<file path="src/rtl/quiz_pkg.sv">
// Shared quiz-responder types: arbiter state encoding, contestant count, clock rate.
// Also a one-hot to index helper used by the arbiter, the top FSM and the display logic.
package quiz_pkg;

  localparam int N_KEY    = 4;
  localparam int KEY_W    = $clog2(N_KEY);
  localparam int S_CLK_HZ = 50_000_000;

  typedef enum logic [2:0] {
    ST_IDLE   = 3'b001,
    ST_ARMED  = 3'b010,
    ST_LOCKED = 3'b100
  } arb_state_t;

  function automatic logic [KEY_W-1:0] onehot_to_idx(input logic [N_KEY-1:0] oh);
    logic [KEY_W-1:0] idx;
    idx = '0;
    for (int i = 0; i < N_KEY; i++) begin
      if (oh[i]) idx = KEY_W'(i);
    end
    return idx;
  endfunction

endpackage

</file>
<file path="src/rtl/key_sync_edge.sv">
// Two-flop synchronizer plus rising-edge detector; rise is valid the cycle after the
// second sync edge. No backpressure: every qualifying edge yields exactly one rise pulse.
module key_sync_edge #(
  parameter int WIDTH = 4
) (
  input  logic             clk,
  input  logic             rst,
  input  logic [WIDTH-1:0] din,
  output logic [WIDTH-1:0] rise
);

  logic [WIDTH-1:0] sync1;
  logic [WIDTH-1:0] sync2;
  logic [WIDTH-1:0] prev;

  always_ff @(posedge clk) begin
    if (rst) begin
      sync1 <= '0;
      sync2 <= '0;
      prev  <= '0;
    end else begin
      sync1 <= din;
      sync2 <= sync1;
      prev  <= sync2;
    end
  end

  assign rise = sync2 & ~prev;

endmodule

</file>
<file path="src/rtl/buzz_arbiter.sv">
// Buzz-in arbiter: one winner per armed window (round-robin ties), timeout, false-start lockout.
// Grant appears on the 3rd sampling edge after a press; held until clear (no other backpressure).
module buzz_arbiter
  import quiz_pkg::*;
#(
  parameter int TIMEOUT_CYC = 500_000_000,
  parameter int RR_EN       = 1,
  parameter int FS_EN       = 1
) (
  input  logic             s_clk,
  input  logic             s_rst,
  input  logic [N_KEY-1:0] key_raw,
  input  logic             arm,
  input  logic             clear,
  output logic             grant_valid,
  output logic [N_KEY-1:0] grant_onehot,
  output logic [KEY_W-1:0] grant_id,
  output logic             no_winner,
  output logic [N_KEY-1:0] blocked,
  output logic             busy
);

  localparam int TIMER_W = $clog2(TIMEOUT_CYC);
  localparam logic [TIMER_W-1:0] TIMER_LAST = TIMER_W'(TIMEOUT_CYC - 1);

  arb_state_t       state, state_nxt;
  logic [TIMER_W-1:0] timer, timer_nxt;
  logic [KEY_W-1:0] rr_ptr, rr_ptr_nxt;
  logic [N_KEY-1:0] blocked_nxt;
  logic             grant_valid_nxt;
  logic [N_KEY-1:0] grant_onehot_nxt;
  logic [KEY_W-1:0] grant_id_nxt;
  logic             no_winner_nxt;

  logic [N_KEY-1:0] rise;
  logic [N_KEY-1:0] cand;
  logic [KEY_W-1:0] search_base;
  logic [KEY_W-1:0] probe;
  logic [KEY_W-1:0] win_idx;
  logic             win_found;

  key_sync_edge #(.WIDTH(N_KEY)) u_sync (
    .clk  (s_clk),
    .rst  (s_rst),
    .din  (key_raw),
    .rise (rise)
  );

  assign cand        = rise & ~blocked;
  assign search_base = (RR_EN != 0) ? rr_ptr : '0;

  // First candidate at or above search_base, wrapping modulo N_KEY.
  always_comb begin
    win_found = 1'b0;
    win_idx   = '0;
    probe     = '0;
    for (int i = 0; i < N_KEY; i++) begin
      probe = search_base + KEY_W'(i);
      if (!win_found && cand[probe]) begin
        win_found = 1'b1;
        win_idx   = probe;
      end
    end
  end

  always_comb begin
    state_nxt        = state;
    timer_nxt        = timer;
    rr_ptr_nxt       = rr_ptr;
    blocked_nxt      = blocked;
    grant_valid_nxt  = grant_valid;
    grant_onehot_nxt = grant_onehot;
    grant_id_nxt     = grant_id;
    no_winner_nxt    = 1'b0;
    case (state)
      ST_IDLE: begin
        if (FS_EN != 0) blocked_nxt = blocked | rise;
        if (arm && !clear) begin
          state_nxt = ST_ARMED;
          timer_nxt = '0;
        end
      end
      ST_ARMED: begin
        if (clear) begin
          state_nxt   = ST_IDLE;
          blocked_nxt = '0;
        end else if (win_found) begin
          // A grant beats a coincident timeout.
          state_nxt        = ST_LOCKED;
          grant_valid_nxt  = 1'b1;
          grant_onehot_nxt = {{(N_KEY-1){1'b0}}, 1'b1} << win_idx;
          grant_id_nxt     = onehot_to_idx(grant_onehot_nxt);
          rr_ptr_nxt       = win_idx + KEY_W'(1);
          blocked_nxt      = '0;
        end else if (timer == TIMER_LAST) begin
          state_nxt     = ST_IDLE;
          no_winner_nxt = 1'b1;
          blocked_nxt   = '0;
        end else begin
          timer_nxt = timer + TIMER_W'(1);
        end
      end
      ST_LOCKED: begin
        if (clear) begin
          state_nxt        = ST_IDLE;
          grant_valid_nxt  = 1'b0;
          grant_onehot_nxt = '0;
          grant_id_nxt     = '0;
        end
      end
      default: state_nxt = ST_IDLE;
    endcase
  end

  always_ff @(posedge s_clk) begin
    if (s_rst) begin
      state        <= ST_IDLE;
      timer        <= '0;
      rr_ptr       <= '0;
      blocked      <= '0;
      grant_valid  <= 1'b0;
      grant_onehot <= '0;
      grant_id     <= '0;
      no_winner    <= 1'b0;
      busy         <= 1'b0;
    end else begin
      state        <= state_nxt;
      timer        <= timer_nxt;
      rr_ptr       <= rr_ptr_nxt;
      blocked      <= blocked_nxt;
      grant_valid  <= grant_valid_nxt;
      grant_onehot <= grant_onehot_nxt;
      grant_id     <= grant_id_nxt;
      no_winner    <= no_winner_nxt;
      busy         <= (state_nxt != ST_IDLE);
    end
  end

endmodule

</file>
<file path="config.mk">
export PLATFORM = sky130hd
export DESIGN_NAME = buzz_arbiter
export DESIGN_NICKNAME = d
export VERILOG_FILES = /design/src/rtl/quiz_pkg.sv /design/src/rtl/key_sync_edge.sv /design/src/rtl/buzz_arbiter.sv
export SDC_FILE = /design/constraint.sdc
export NUM_CORES = 1
export LEC_CHECK = 0
export ABC_AREA = 1
export CORE_MARGIN = 5
export CORE_UTILIZATION = 35
export CTS_CLUSTER_DIAMETER = 200
export DETAILED_ROUTE_END_ITERATION = 10
export SETUP_SLACK_MARGIN = 0.2
export SLEW_MARGIN = 20
export SYNTH_ARGS = -nofsm -noshare
export SYNTH_HDL_FRONTEND = slang
export SYNTH_SLANG_ARGS = --single-unit
export TNS_END_PERCENT = 50
</file>
<file path="constraint.sdc">
create_clock -name s_clk -period 3.7 [get_ports s_clk]
set_input_delay 0.74 -clock s_clk [delete_from_list [all_inputs] [get_ports s_clk]]
set_output_delay 0.74 -clock s_clk [all_outputs]
set_load 0.05 [all_outputs]
</file>
==> results.tsv, run 1 <==
stage	metric	value	unit
outcome	status	finished, final reports clean	
logic_synthesis	Synth area leader	dfxtp_1	
route	Post-Route WL	8550	um
layout	Layout Utilization	0.400	
power	sw frac	0.265	
layout	share of cells above drive strength 1	0.0500	
setup_path	r2r endpoint	timer[14]$_SDFFE_PP0P_	
layout	nets	550	
setup_path	Crit. End Element	register	
route	Pre-antenna DRT Iters	4	
die	Die Area	11900	sq um
route	routed wl met2	4090	um
setup_path	CP Data Arrival Time	2840	ps
route	DR DRC count	0	
power	Leak Pwr	1.36	nW
setup_path	R2R Setup Slk	1140	ps
sta	RSZ-0062 raised after global routing	no	
route	highest routed layer	met4	
die	# IOs	21	
logic_synthesis	Yosys reg bits	59	
setup_path	CP endpoint	timer[14]$_SDFFE_PP0P_	
power	internal power	0.000949	W
route	initial DRC count	153	
power	combinational share of power	0.091	
clocking	CTS tree	built	
logic_synthesis	post-synth top area share	0.345	
clocking	CTS root buf	clkbuf_8	
clocking	Clk Latency, worst-skew pair	350	ps
clocking	Clock Tree Buf Depth	2	
logic_synthesis	synthesized area	3420	sq um
sta	Final Max Slew Viols	0	
route	post-route ant nets	0	
clocking	cts repair resizes	0	
logic_synthesis	Syn Nets	537	
sta	Final period util	0.693	
clocking	Hold Buf Count CTS	0	
route	WL/cell	12.7	um
layout	P&R area growth vs syn	12.7	%
sta	Final Hold Vio Count	0	
placed_design	gpl congestion	0.925	
power	IR drop worst, VDD	0.000181	V
die	Initial Utilization	0.355	
layout	commonest non-fill, non-tap cell in the layout	nand2_1	
sta	Setup TNS	0	ps
route	met3 wire length	297	um
clocking	Clock Sinks	59	
clocking	Post-CTS Repair Setup Buffers	0	
layout	antenna cells	0	
logic_synthesis	asr flop ratio synth	0	
power	clock share of power	0.403	
setup_path	critical path required time	3970	ps
logic_synthesis	Synth warnings	0	
global_routing	largest net degree at the start of global routing	50	
global_routing	initial antenna violation count	0	
route	vias	3319	
route	drt via density	4.93	
power	Sw Pwr	0.000341	W
die	Row Count	36	
logic_synthesis	number of flops mapped to enable cells by yosys	0	
placed_design	# port buffers	20	
setup_path	RR Startpoint	rr_ptr[0]$_SDFFE_PP0P_	
min_path	HP Class	reg2reg	
logic_synthesis	Syn Inst Count	524	
sta	skew final	10.7	ps
placed_design	Post-DP HPWL	6080	um
sta	worst rel slew slack	0.382	
logic_synthesis	syn avg cell area	6.53	sq um
die	Core Box Area	9640	sq um
sta	Max Fclk	390	MHz
route	Post-Route M1 WL	3960	um
global_routing	GR Overflow Total	0	
sta	worst slew pin tran	926	ps
die	Die Height	109	um
clocking	H-tree depth	3	
setup_path	crit path launch	rr_ptr[0]$_SDFFE_PP0P_	
run	count of maximum capacitance violations	0	
logic_synthesis	share of the yosys chip area belonging to registers	0.345	
logic_synthesis	Top FF cell, synth	dfxtp_1	
clocking	clock buffer count from CTS	9	
logic_synthesis	top post-synthesis cells by area	dfxtp_1 (35%), nand2_1 (12%), nand3_1 (9.7%)	
setup_path	Startpoint Class	register	
clocking	Clock transition at path regs	70	ps
global_routing	first-pass GRT wire length	15100	um
global_routing	vias in the first global route	3182	
sta	min cycle time layout	2560	ps
logic_synthesis	synth unique cells	29	
setup_path	CP Class	reg2reg	
layout	Layout fillers	1055	
die	Die W	109	um
setup_path	R2R depth	10	
power	sequential power share	0.506	
setup_path	peak fanout along the critical path	36	
power	Pwr Density	335	nW/um^2
global_routing	Total GRT Usage	0.159	
sta	setup violators final	0	
layout	commonest cells after routing, fill and taps aside	nand2_1 (109), nor2_1 (81), nand3_1 (66)	
-- power by group through the flow --
stage	registers [W]	logic (W)	clock network, W
after global placement	0.000666	0.000116	0
after global routing	0.000653	0.000131	0.000564
final	0.000653	0.000117	0.000520
after CTS	0.000653	0.000117	0.000534
after floorplan	0.000678	0.0000728	0
after detailed placement	0.000667	0.000117	0
-- flip-flops by register name, indices dropped and copies added (netlist names) --
name	cells
blocked	4
busy	1
grant_id	2
grant_onehot	4
grant_valid	1
no_winner	1
rr_ptr	2
state	3
timer	29
u_sync.prev	4
u_sync.sync1	4
u_sync.sync2	4
-- kinds of logic after synthesis --
group,after synthesis,share of synthesized area
flip-flops,59,0.345
AND/OR/NAND/NOR,305,0.398
XOR/XNOR,25,0.0640
adder cells (fa/ha/maj),5,0.0183
AO/OA/AOI/OAI,51,0.0783
buffers and inverters,79,0.0966
-- metal layers --
metal,global-route usage,up-vias
li1,-,1719
met1,0.192,1512
met2,0.271,69
met3,0.0272,19
met4,0.0794,0
met5,0,-
-- worst min-delay path by stage --
stage	to	start	slack, ps	cells past startpoint
floorplan	u_sync.sync2[0]$_SDFF_PP0_	u_sync.sync1[0]$_SDFF_PP0_	390	2
global placement	u_sync.sync2[2]$_SDFF_PP0_	u_sync.sync1[2]$_SDFF_PP0_	390	2
detailed placement	u_sync.sync2[0]$_SDFF_PP0_	u_sync.sync1[0]$_SDFF_PP0_	400	2
CTS	u_sync.sync2[2]$_SDFF_PP0_	u_sync.sync1[2]$_SDFF_PP0_	410	2
global route	u_sync.sync2[0]$_SDFF_PP0_	u_sync.sync1[0]$_SDFF_PP0_	430	2
finish	u_sync.sync2[2]$_SDFF_PP0_	u_sync.sync1[2]$_SDFF_PP0_	400	2
-- metrics by stage --
stage          power [W]  worst slack, ps  cells  instance area [sq um]  hold slack (ps)
6_report         0.00129             1140    673                   3850              403
5_1_grt          0.00135              766    673                   3850              427
4_1_cts          0.00130             1150    673                   3850              408
3_5_place_dp    0.000784              915    659                   3690              400
2_1_floorplan   0.000751             1590    524                   3420              388
3_3_place_gp    0.000782              961    659                   3690              391
-- area by class of cell --
class	instances	area, sq um	share of cell area
flip-flops and latches	59	1180	0.306
repair buffers	22	210	0.0545
clock inverters	3	15.0	0.00389
multi-input cells	386	1910	0.495
inverters	59	221	0.0574
clock buffers	11	151	0.0393
well taps	133	166	0.0432
-- Yosys cell counts (2+ instances only) --
library cell  number
a21oi_1           43
buf_2              3
buf_4              2
buf_6              3
clkbuf_1          11
dfxtp_1           59
ha_1               5
inv_1             58
nand2_1          109
nand2_2            4
nand3_1           66
nand3b_1           3
nand4_1           16
nor2_1            81
nor2_4             2
nor3_1            19
o211ai_1           3
o21ai_0            3
xnor2_1            5
xor2_1            20
-- worst max-delay path, stage by stage (launching register included) --
cell,delay (ps)
dfxtp_1,610
inv_1,200
nand4_1,160
nand3_1,80
nand2_1,170
nand2_2,120
nor2_4,130
nand3_4,360
nand2_4,430
nand2_1,90
a21oi_1,140
No activity file was read; power rests on OpenSTA's default activity.
==> run 2, diff against run 1 <==
- clock period: 3.7 -> 2.45 ns (I/O delays scaled with it)
==> results.tsv, run 2 (synthesis results as in run 1) <==
stage	metric	value	unit	change
outcome	status	finished, final reports clean		
clocking	Clock transition at path regs	70	ps	about the same
setup_path	Startpoint Class	register		
placed_design	Post-DP HPWL	6280	um	+3.2%
route	Pre-antenna DRT Iters	4		unchanged
setup_path	CP Depth	10		unchanged
layout	fin cells	682		+1.3%
setup_path	Crit. End Element	register		
setup_path	CP Data Arrival Time	2270	ps	-570 ps
layout	max reg flops	29		unchanged
global_routing	first-pass GRT wire length	15000	um	-0.46%
layout	post-route design area	4020	sq um	+4.4%
placed_design	gpl congestion	0.938		+1.4%
clocking	CTS root buf	clkbuf_8		
route	initial DRC count	218		+42%
global_routing	initial antenna violation count	0		unchanged
die	Die Area	11900	sq um	unchanged
sta	RSZ-0062 raised after global routing	no		
layout	commonest cells after routing, fill and taps aside	nand2_1 (109), nor2_1 (80), nand3_1 (66)		
sta	Max Fclk	488	MHz	+25%
setup_path	CP Class	reg2reg		
placed_design	placed cell count	665		+0.91%
route	vias	3347		+0.84%
clocking	CTS tree	built		
global_routing	GR Overflow Total	0		unchanged
setup_path	Crit-path slowest cell	dfxtp_4		
clocking	H-tree depth	3		unchanged
die	Die Height	109	um	unchanged
min_path	HP Class	reg2reg		
layout	commonest non-fill, non-tap cell in the layout	nand2_1		
setup_path	R2R depth	10		unchanged
power	Pwr Density	568	nW/um^2	+70%
run	count of maximum capacitance violations	0		unchanged
route	Post-Route WL	8740	um	+2.2%
placed_design	# port buffers	20		unchanged
min_path	hold path depth	2		unchanged
clocking	Clk Latency, worst-skew pair	340	ps	about the same
setup_path	critical path required time	2670	ps	-1300 ps
sta	fin worst setup slack	401	ps	-734 ps
clocking	clock buffer count from CTS	9		unchanged
sta	Setup TNS	0	ps	unchanged
die	Core Box Area	9640	sq um	unchanged
global_routing	Total GRT Usage	0.159		about the same
route	drt via density	4.91		-0.49%
power	IR drop worst, VDD	0.000307	V	+70%
setup_path	Top Family by Delay on Critical Path	simple AND/OR/NAND/NOR gates		
clocking	Clock Sinks	59		unchanged
placed_design	pre-CTS WS	130	ps	-785 ps
sta	setup violators final	0		unchanged
setup_path	Critical path buffers and inverters	0		-1
setup_path	peak fanout along the critical path	13		-64%
sta	skew final	15.1	ps	+4.39 ps
global_routing	largest net degree at the start of global routing	50		unchanged
layout	share of cells above drive strength 1	0.0710		+0.0210
sta	Final Max Slew Viols	0		unchanged
route	post-route ant nets	0		unchanged
sta	Final Hold Vio Count	0		unchanged
setup_path	worst-path cell chain	xor2_1 > nand3_1 > nand2_2 > nand2_2 > o211ai_1 > nand2_1 > nand2_1 > ha_1 > o21ai_0 > a21oi_1		
placed_design	cell area after placement	3750	sq um	+1.6%
power	Leak Pwr	1.44	nW	+5.8%
sta	worst rel slew slack	0.638		+0.256
die	Initial Utilization	0.355		unchanged
layout	nets	557		+1.3%
sta	worst slew pin tran	542	ps	-383 ps
global_routing	vias in the first global route	3211		+0.91%
clocking	Clock Tree Buf Depth	2		unchanged
clocking	Hold Buf Count CTS	0		unchanged
layout	antenna cells	0		unchanged
die	# IOs	21		unchanged
sta	Final period util	0.836		+0.143
power	Tot Pwr	0.00229	W	+77%
layout	Biggest register	timer		
layout	P&R area growth vs syn	17.6	%	
die	Die W	109	um	unchanged
die	Row Count	36		unchanged
route	DR DRC count	0		unchanged
setup_path	CP peak stage delay	430	ps	-180 ps
sta	min cycle time layout	2050	ps	-516 ps
route	WL/cell	12.8	um	+0.86%
## run 2: changes by cell type in the layout (fill, tap and decap cells not counted), sizes merged
cell / before / now
bufinv: 0 / 3
clkbuf: 11 / 10
buf: 3 / 10
## run 2: layout make-up
cell class / count / area (sq um)
flip-flops and latches: 59 / 1190
inverters: 59 / 221
fillers: 1025 / 5620
well taps: 133 / 166
repair buffers: 29 / 279
clock buffers: 10 / 138
clock inverters: 6 / 113
multi-input cells: 386 / 1920
## run 2: worst reg2reg max path, cell delays in order (launching register included)
cell and delay, ps:
dfxtp_4 430, xor2_1 260, nand3_1 150, nand2_2 130
nand2_2 100, o211ai_1 170, nand2_1 80, nand2_1 120
ha_1 240, o21ai_0 200, a21oi_1 70
## run 2: final timing paths
kind                              startpoint                    endpoint  slack, ps
hold reg to reg   u_sync.sync1[2]$_SDFF_PP0_  u_sync.sync2[2]$_SDFF_PP0_        400
hold / removal    u_sync.sync1[2]$_SDFF_PP0_  u_sync.sync2[2]$_SDFF_PP0_        400
setup reg to reg      rr_ptr[0]$_SDFFE_PP0P_      rr_ptr[1]$_SDFFE_PP0P_        400
setup / recovery      rr_ptr[0]$_SDFFE_PP0P_      rr_ptr[1]$_SDFFE_PP0P_        400
## run 2: repair_timing
item	in CTS	in global routing
endpoints found under the setup margin	2	39
setup buffers	0	1
gates resized for setup	1	5
pin swaps	0	1
## run 2: per-stage QoR
| stage | util | hold WS [ps] |
|---|---|---|
| global route | 0.417 | 438 |
| global placement | 0.389 | 395 |
| finish | 0.417 | 405 |
| detailed placement | 0.389 | 400 |
| floorplan | - | 388 |
| CTS | 0.415 | 410 |
## run 2: report_power, final
part	switching [W]	internal (W)
clock	0.000412	0.000705
combinational	0.000127	0.0000575
sequential	0.00000951	0.000974
total	0.000549	0.00174
## run 2: per-layer routing
metal	vias up	track usage	wire length, um
li1	1734	-	-
met1	1518	0.197	4000
met2	83	0.271	4160
met3	12	0.0349	430
met4	0	0.0541	143
met5	-	0	0
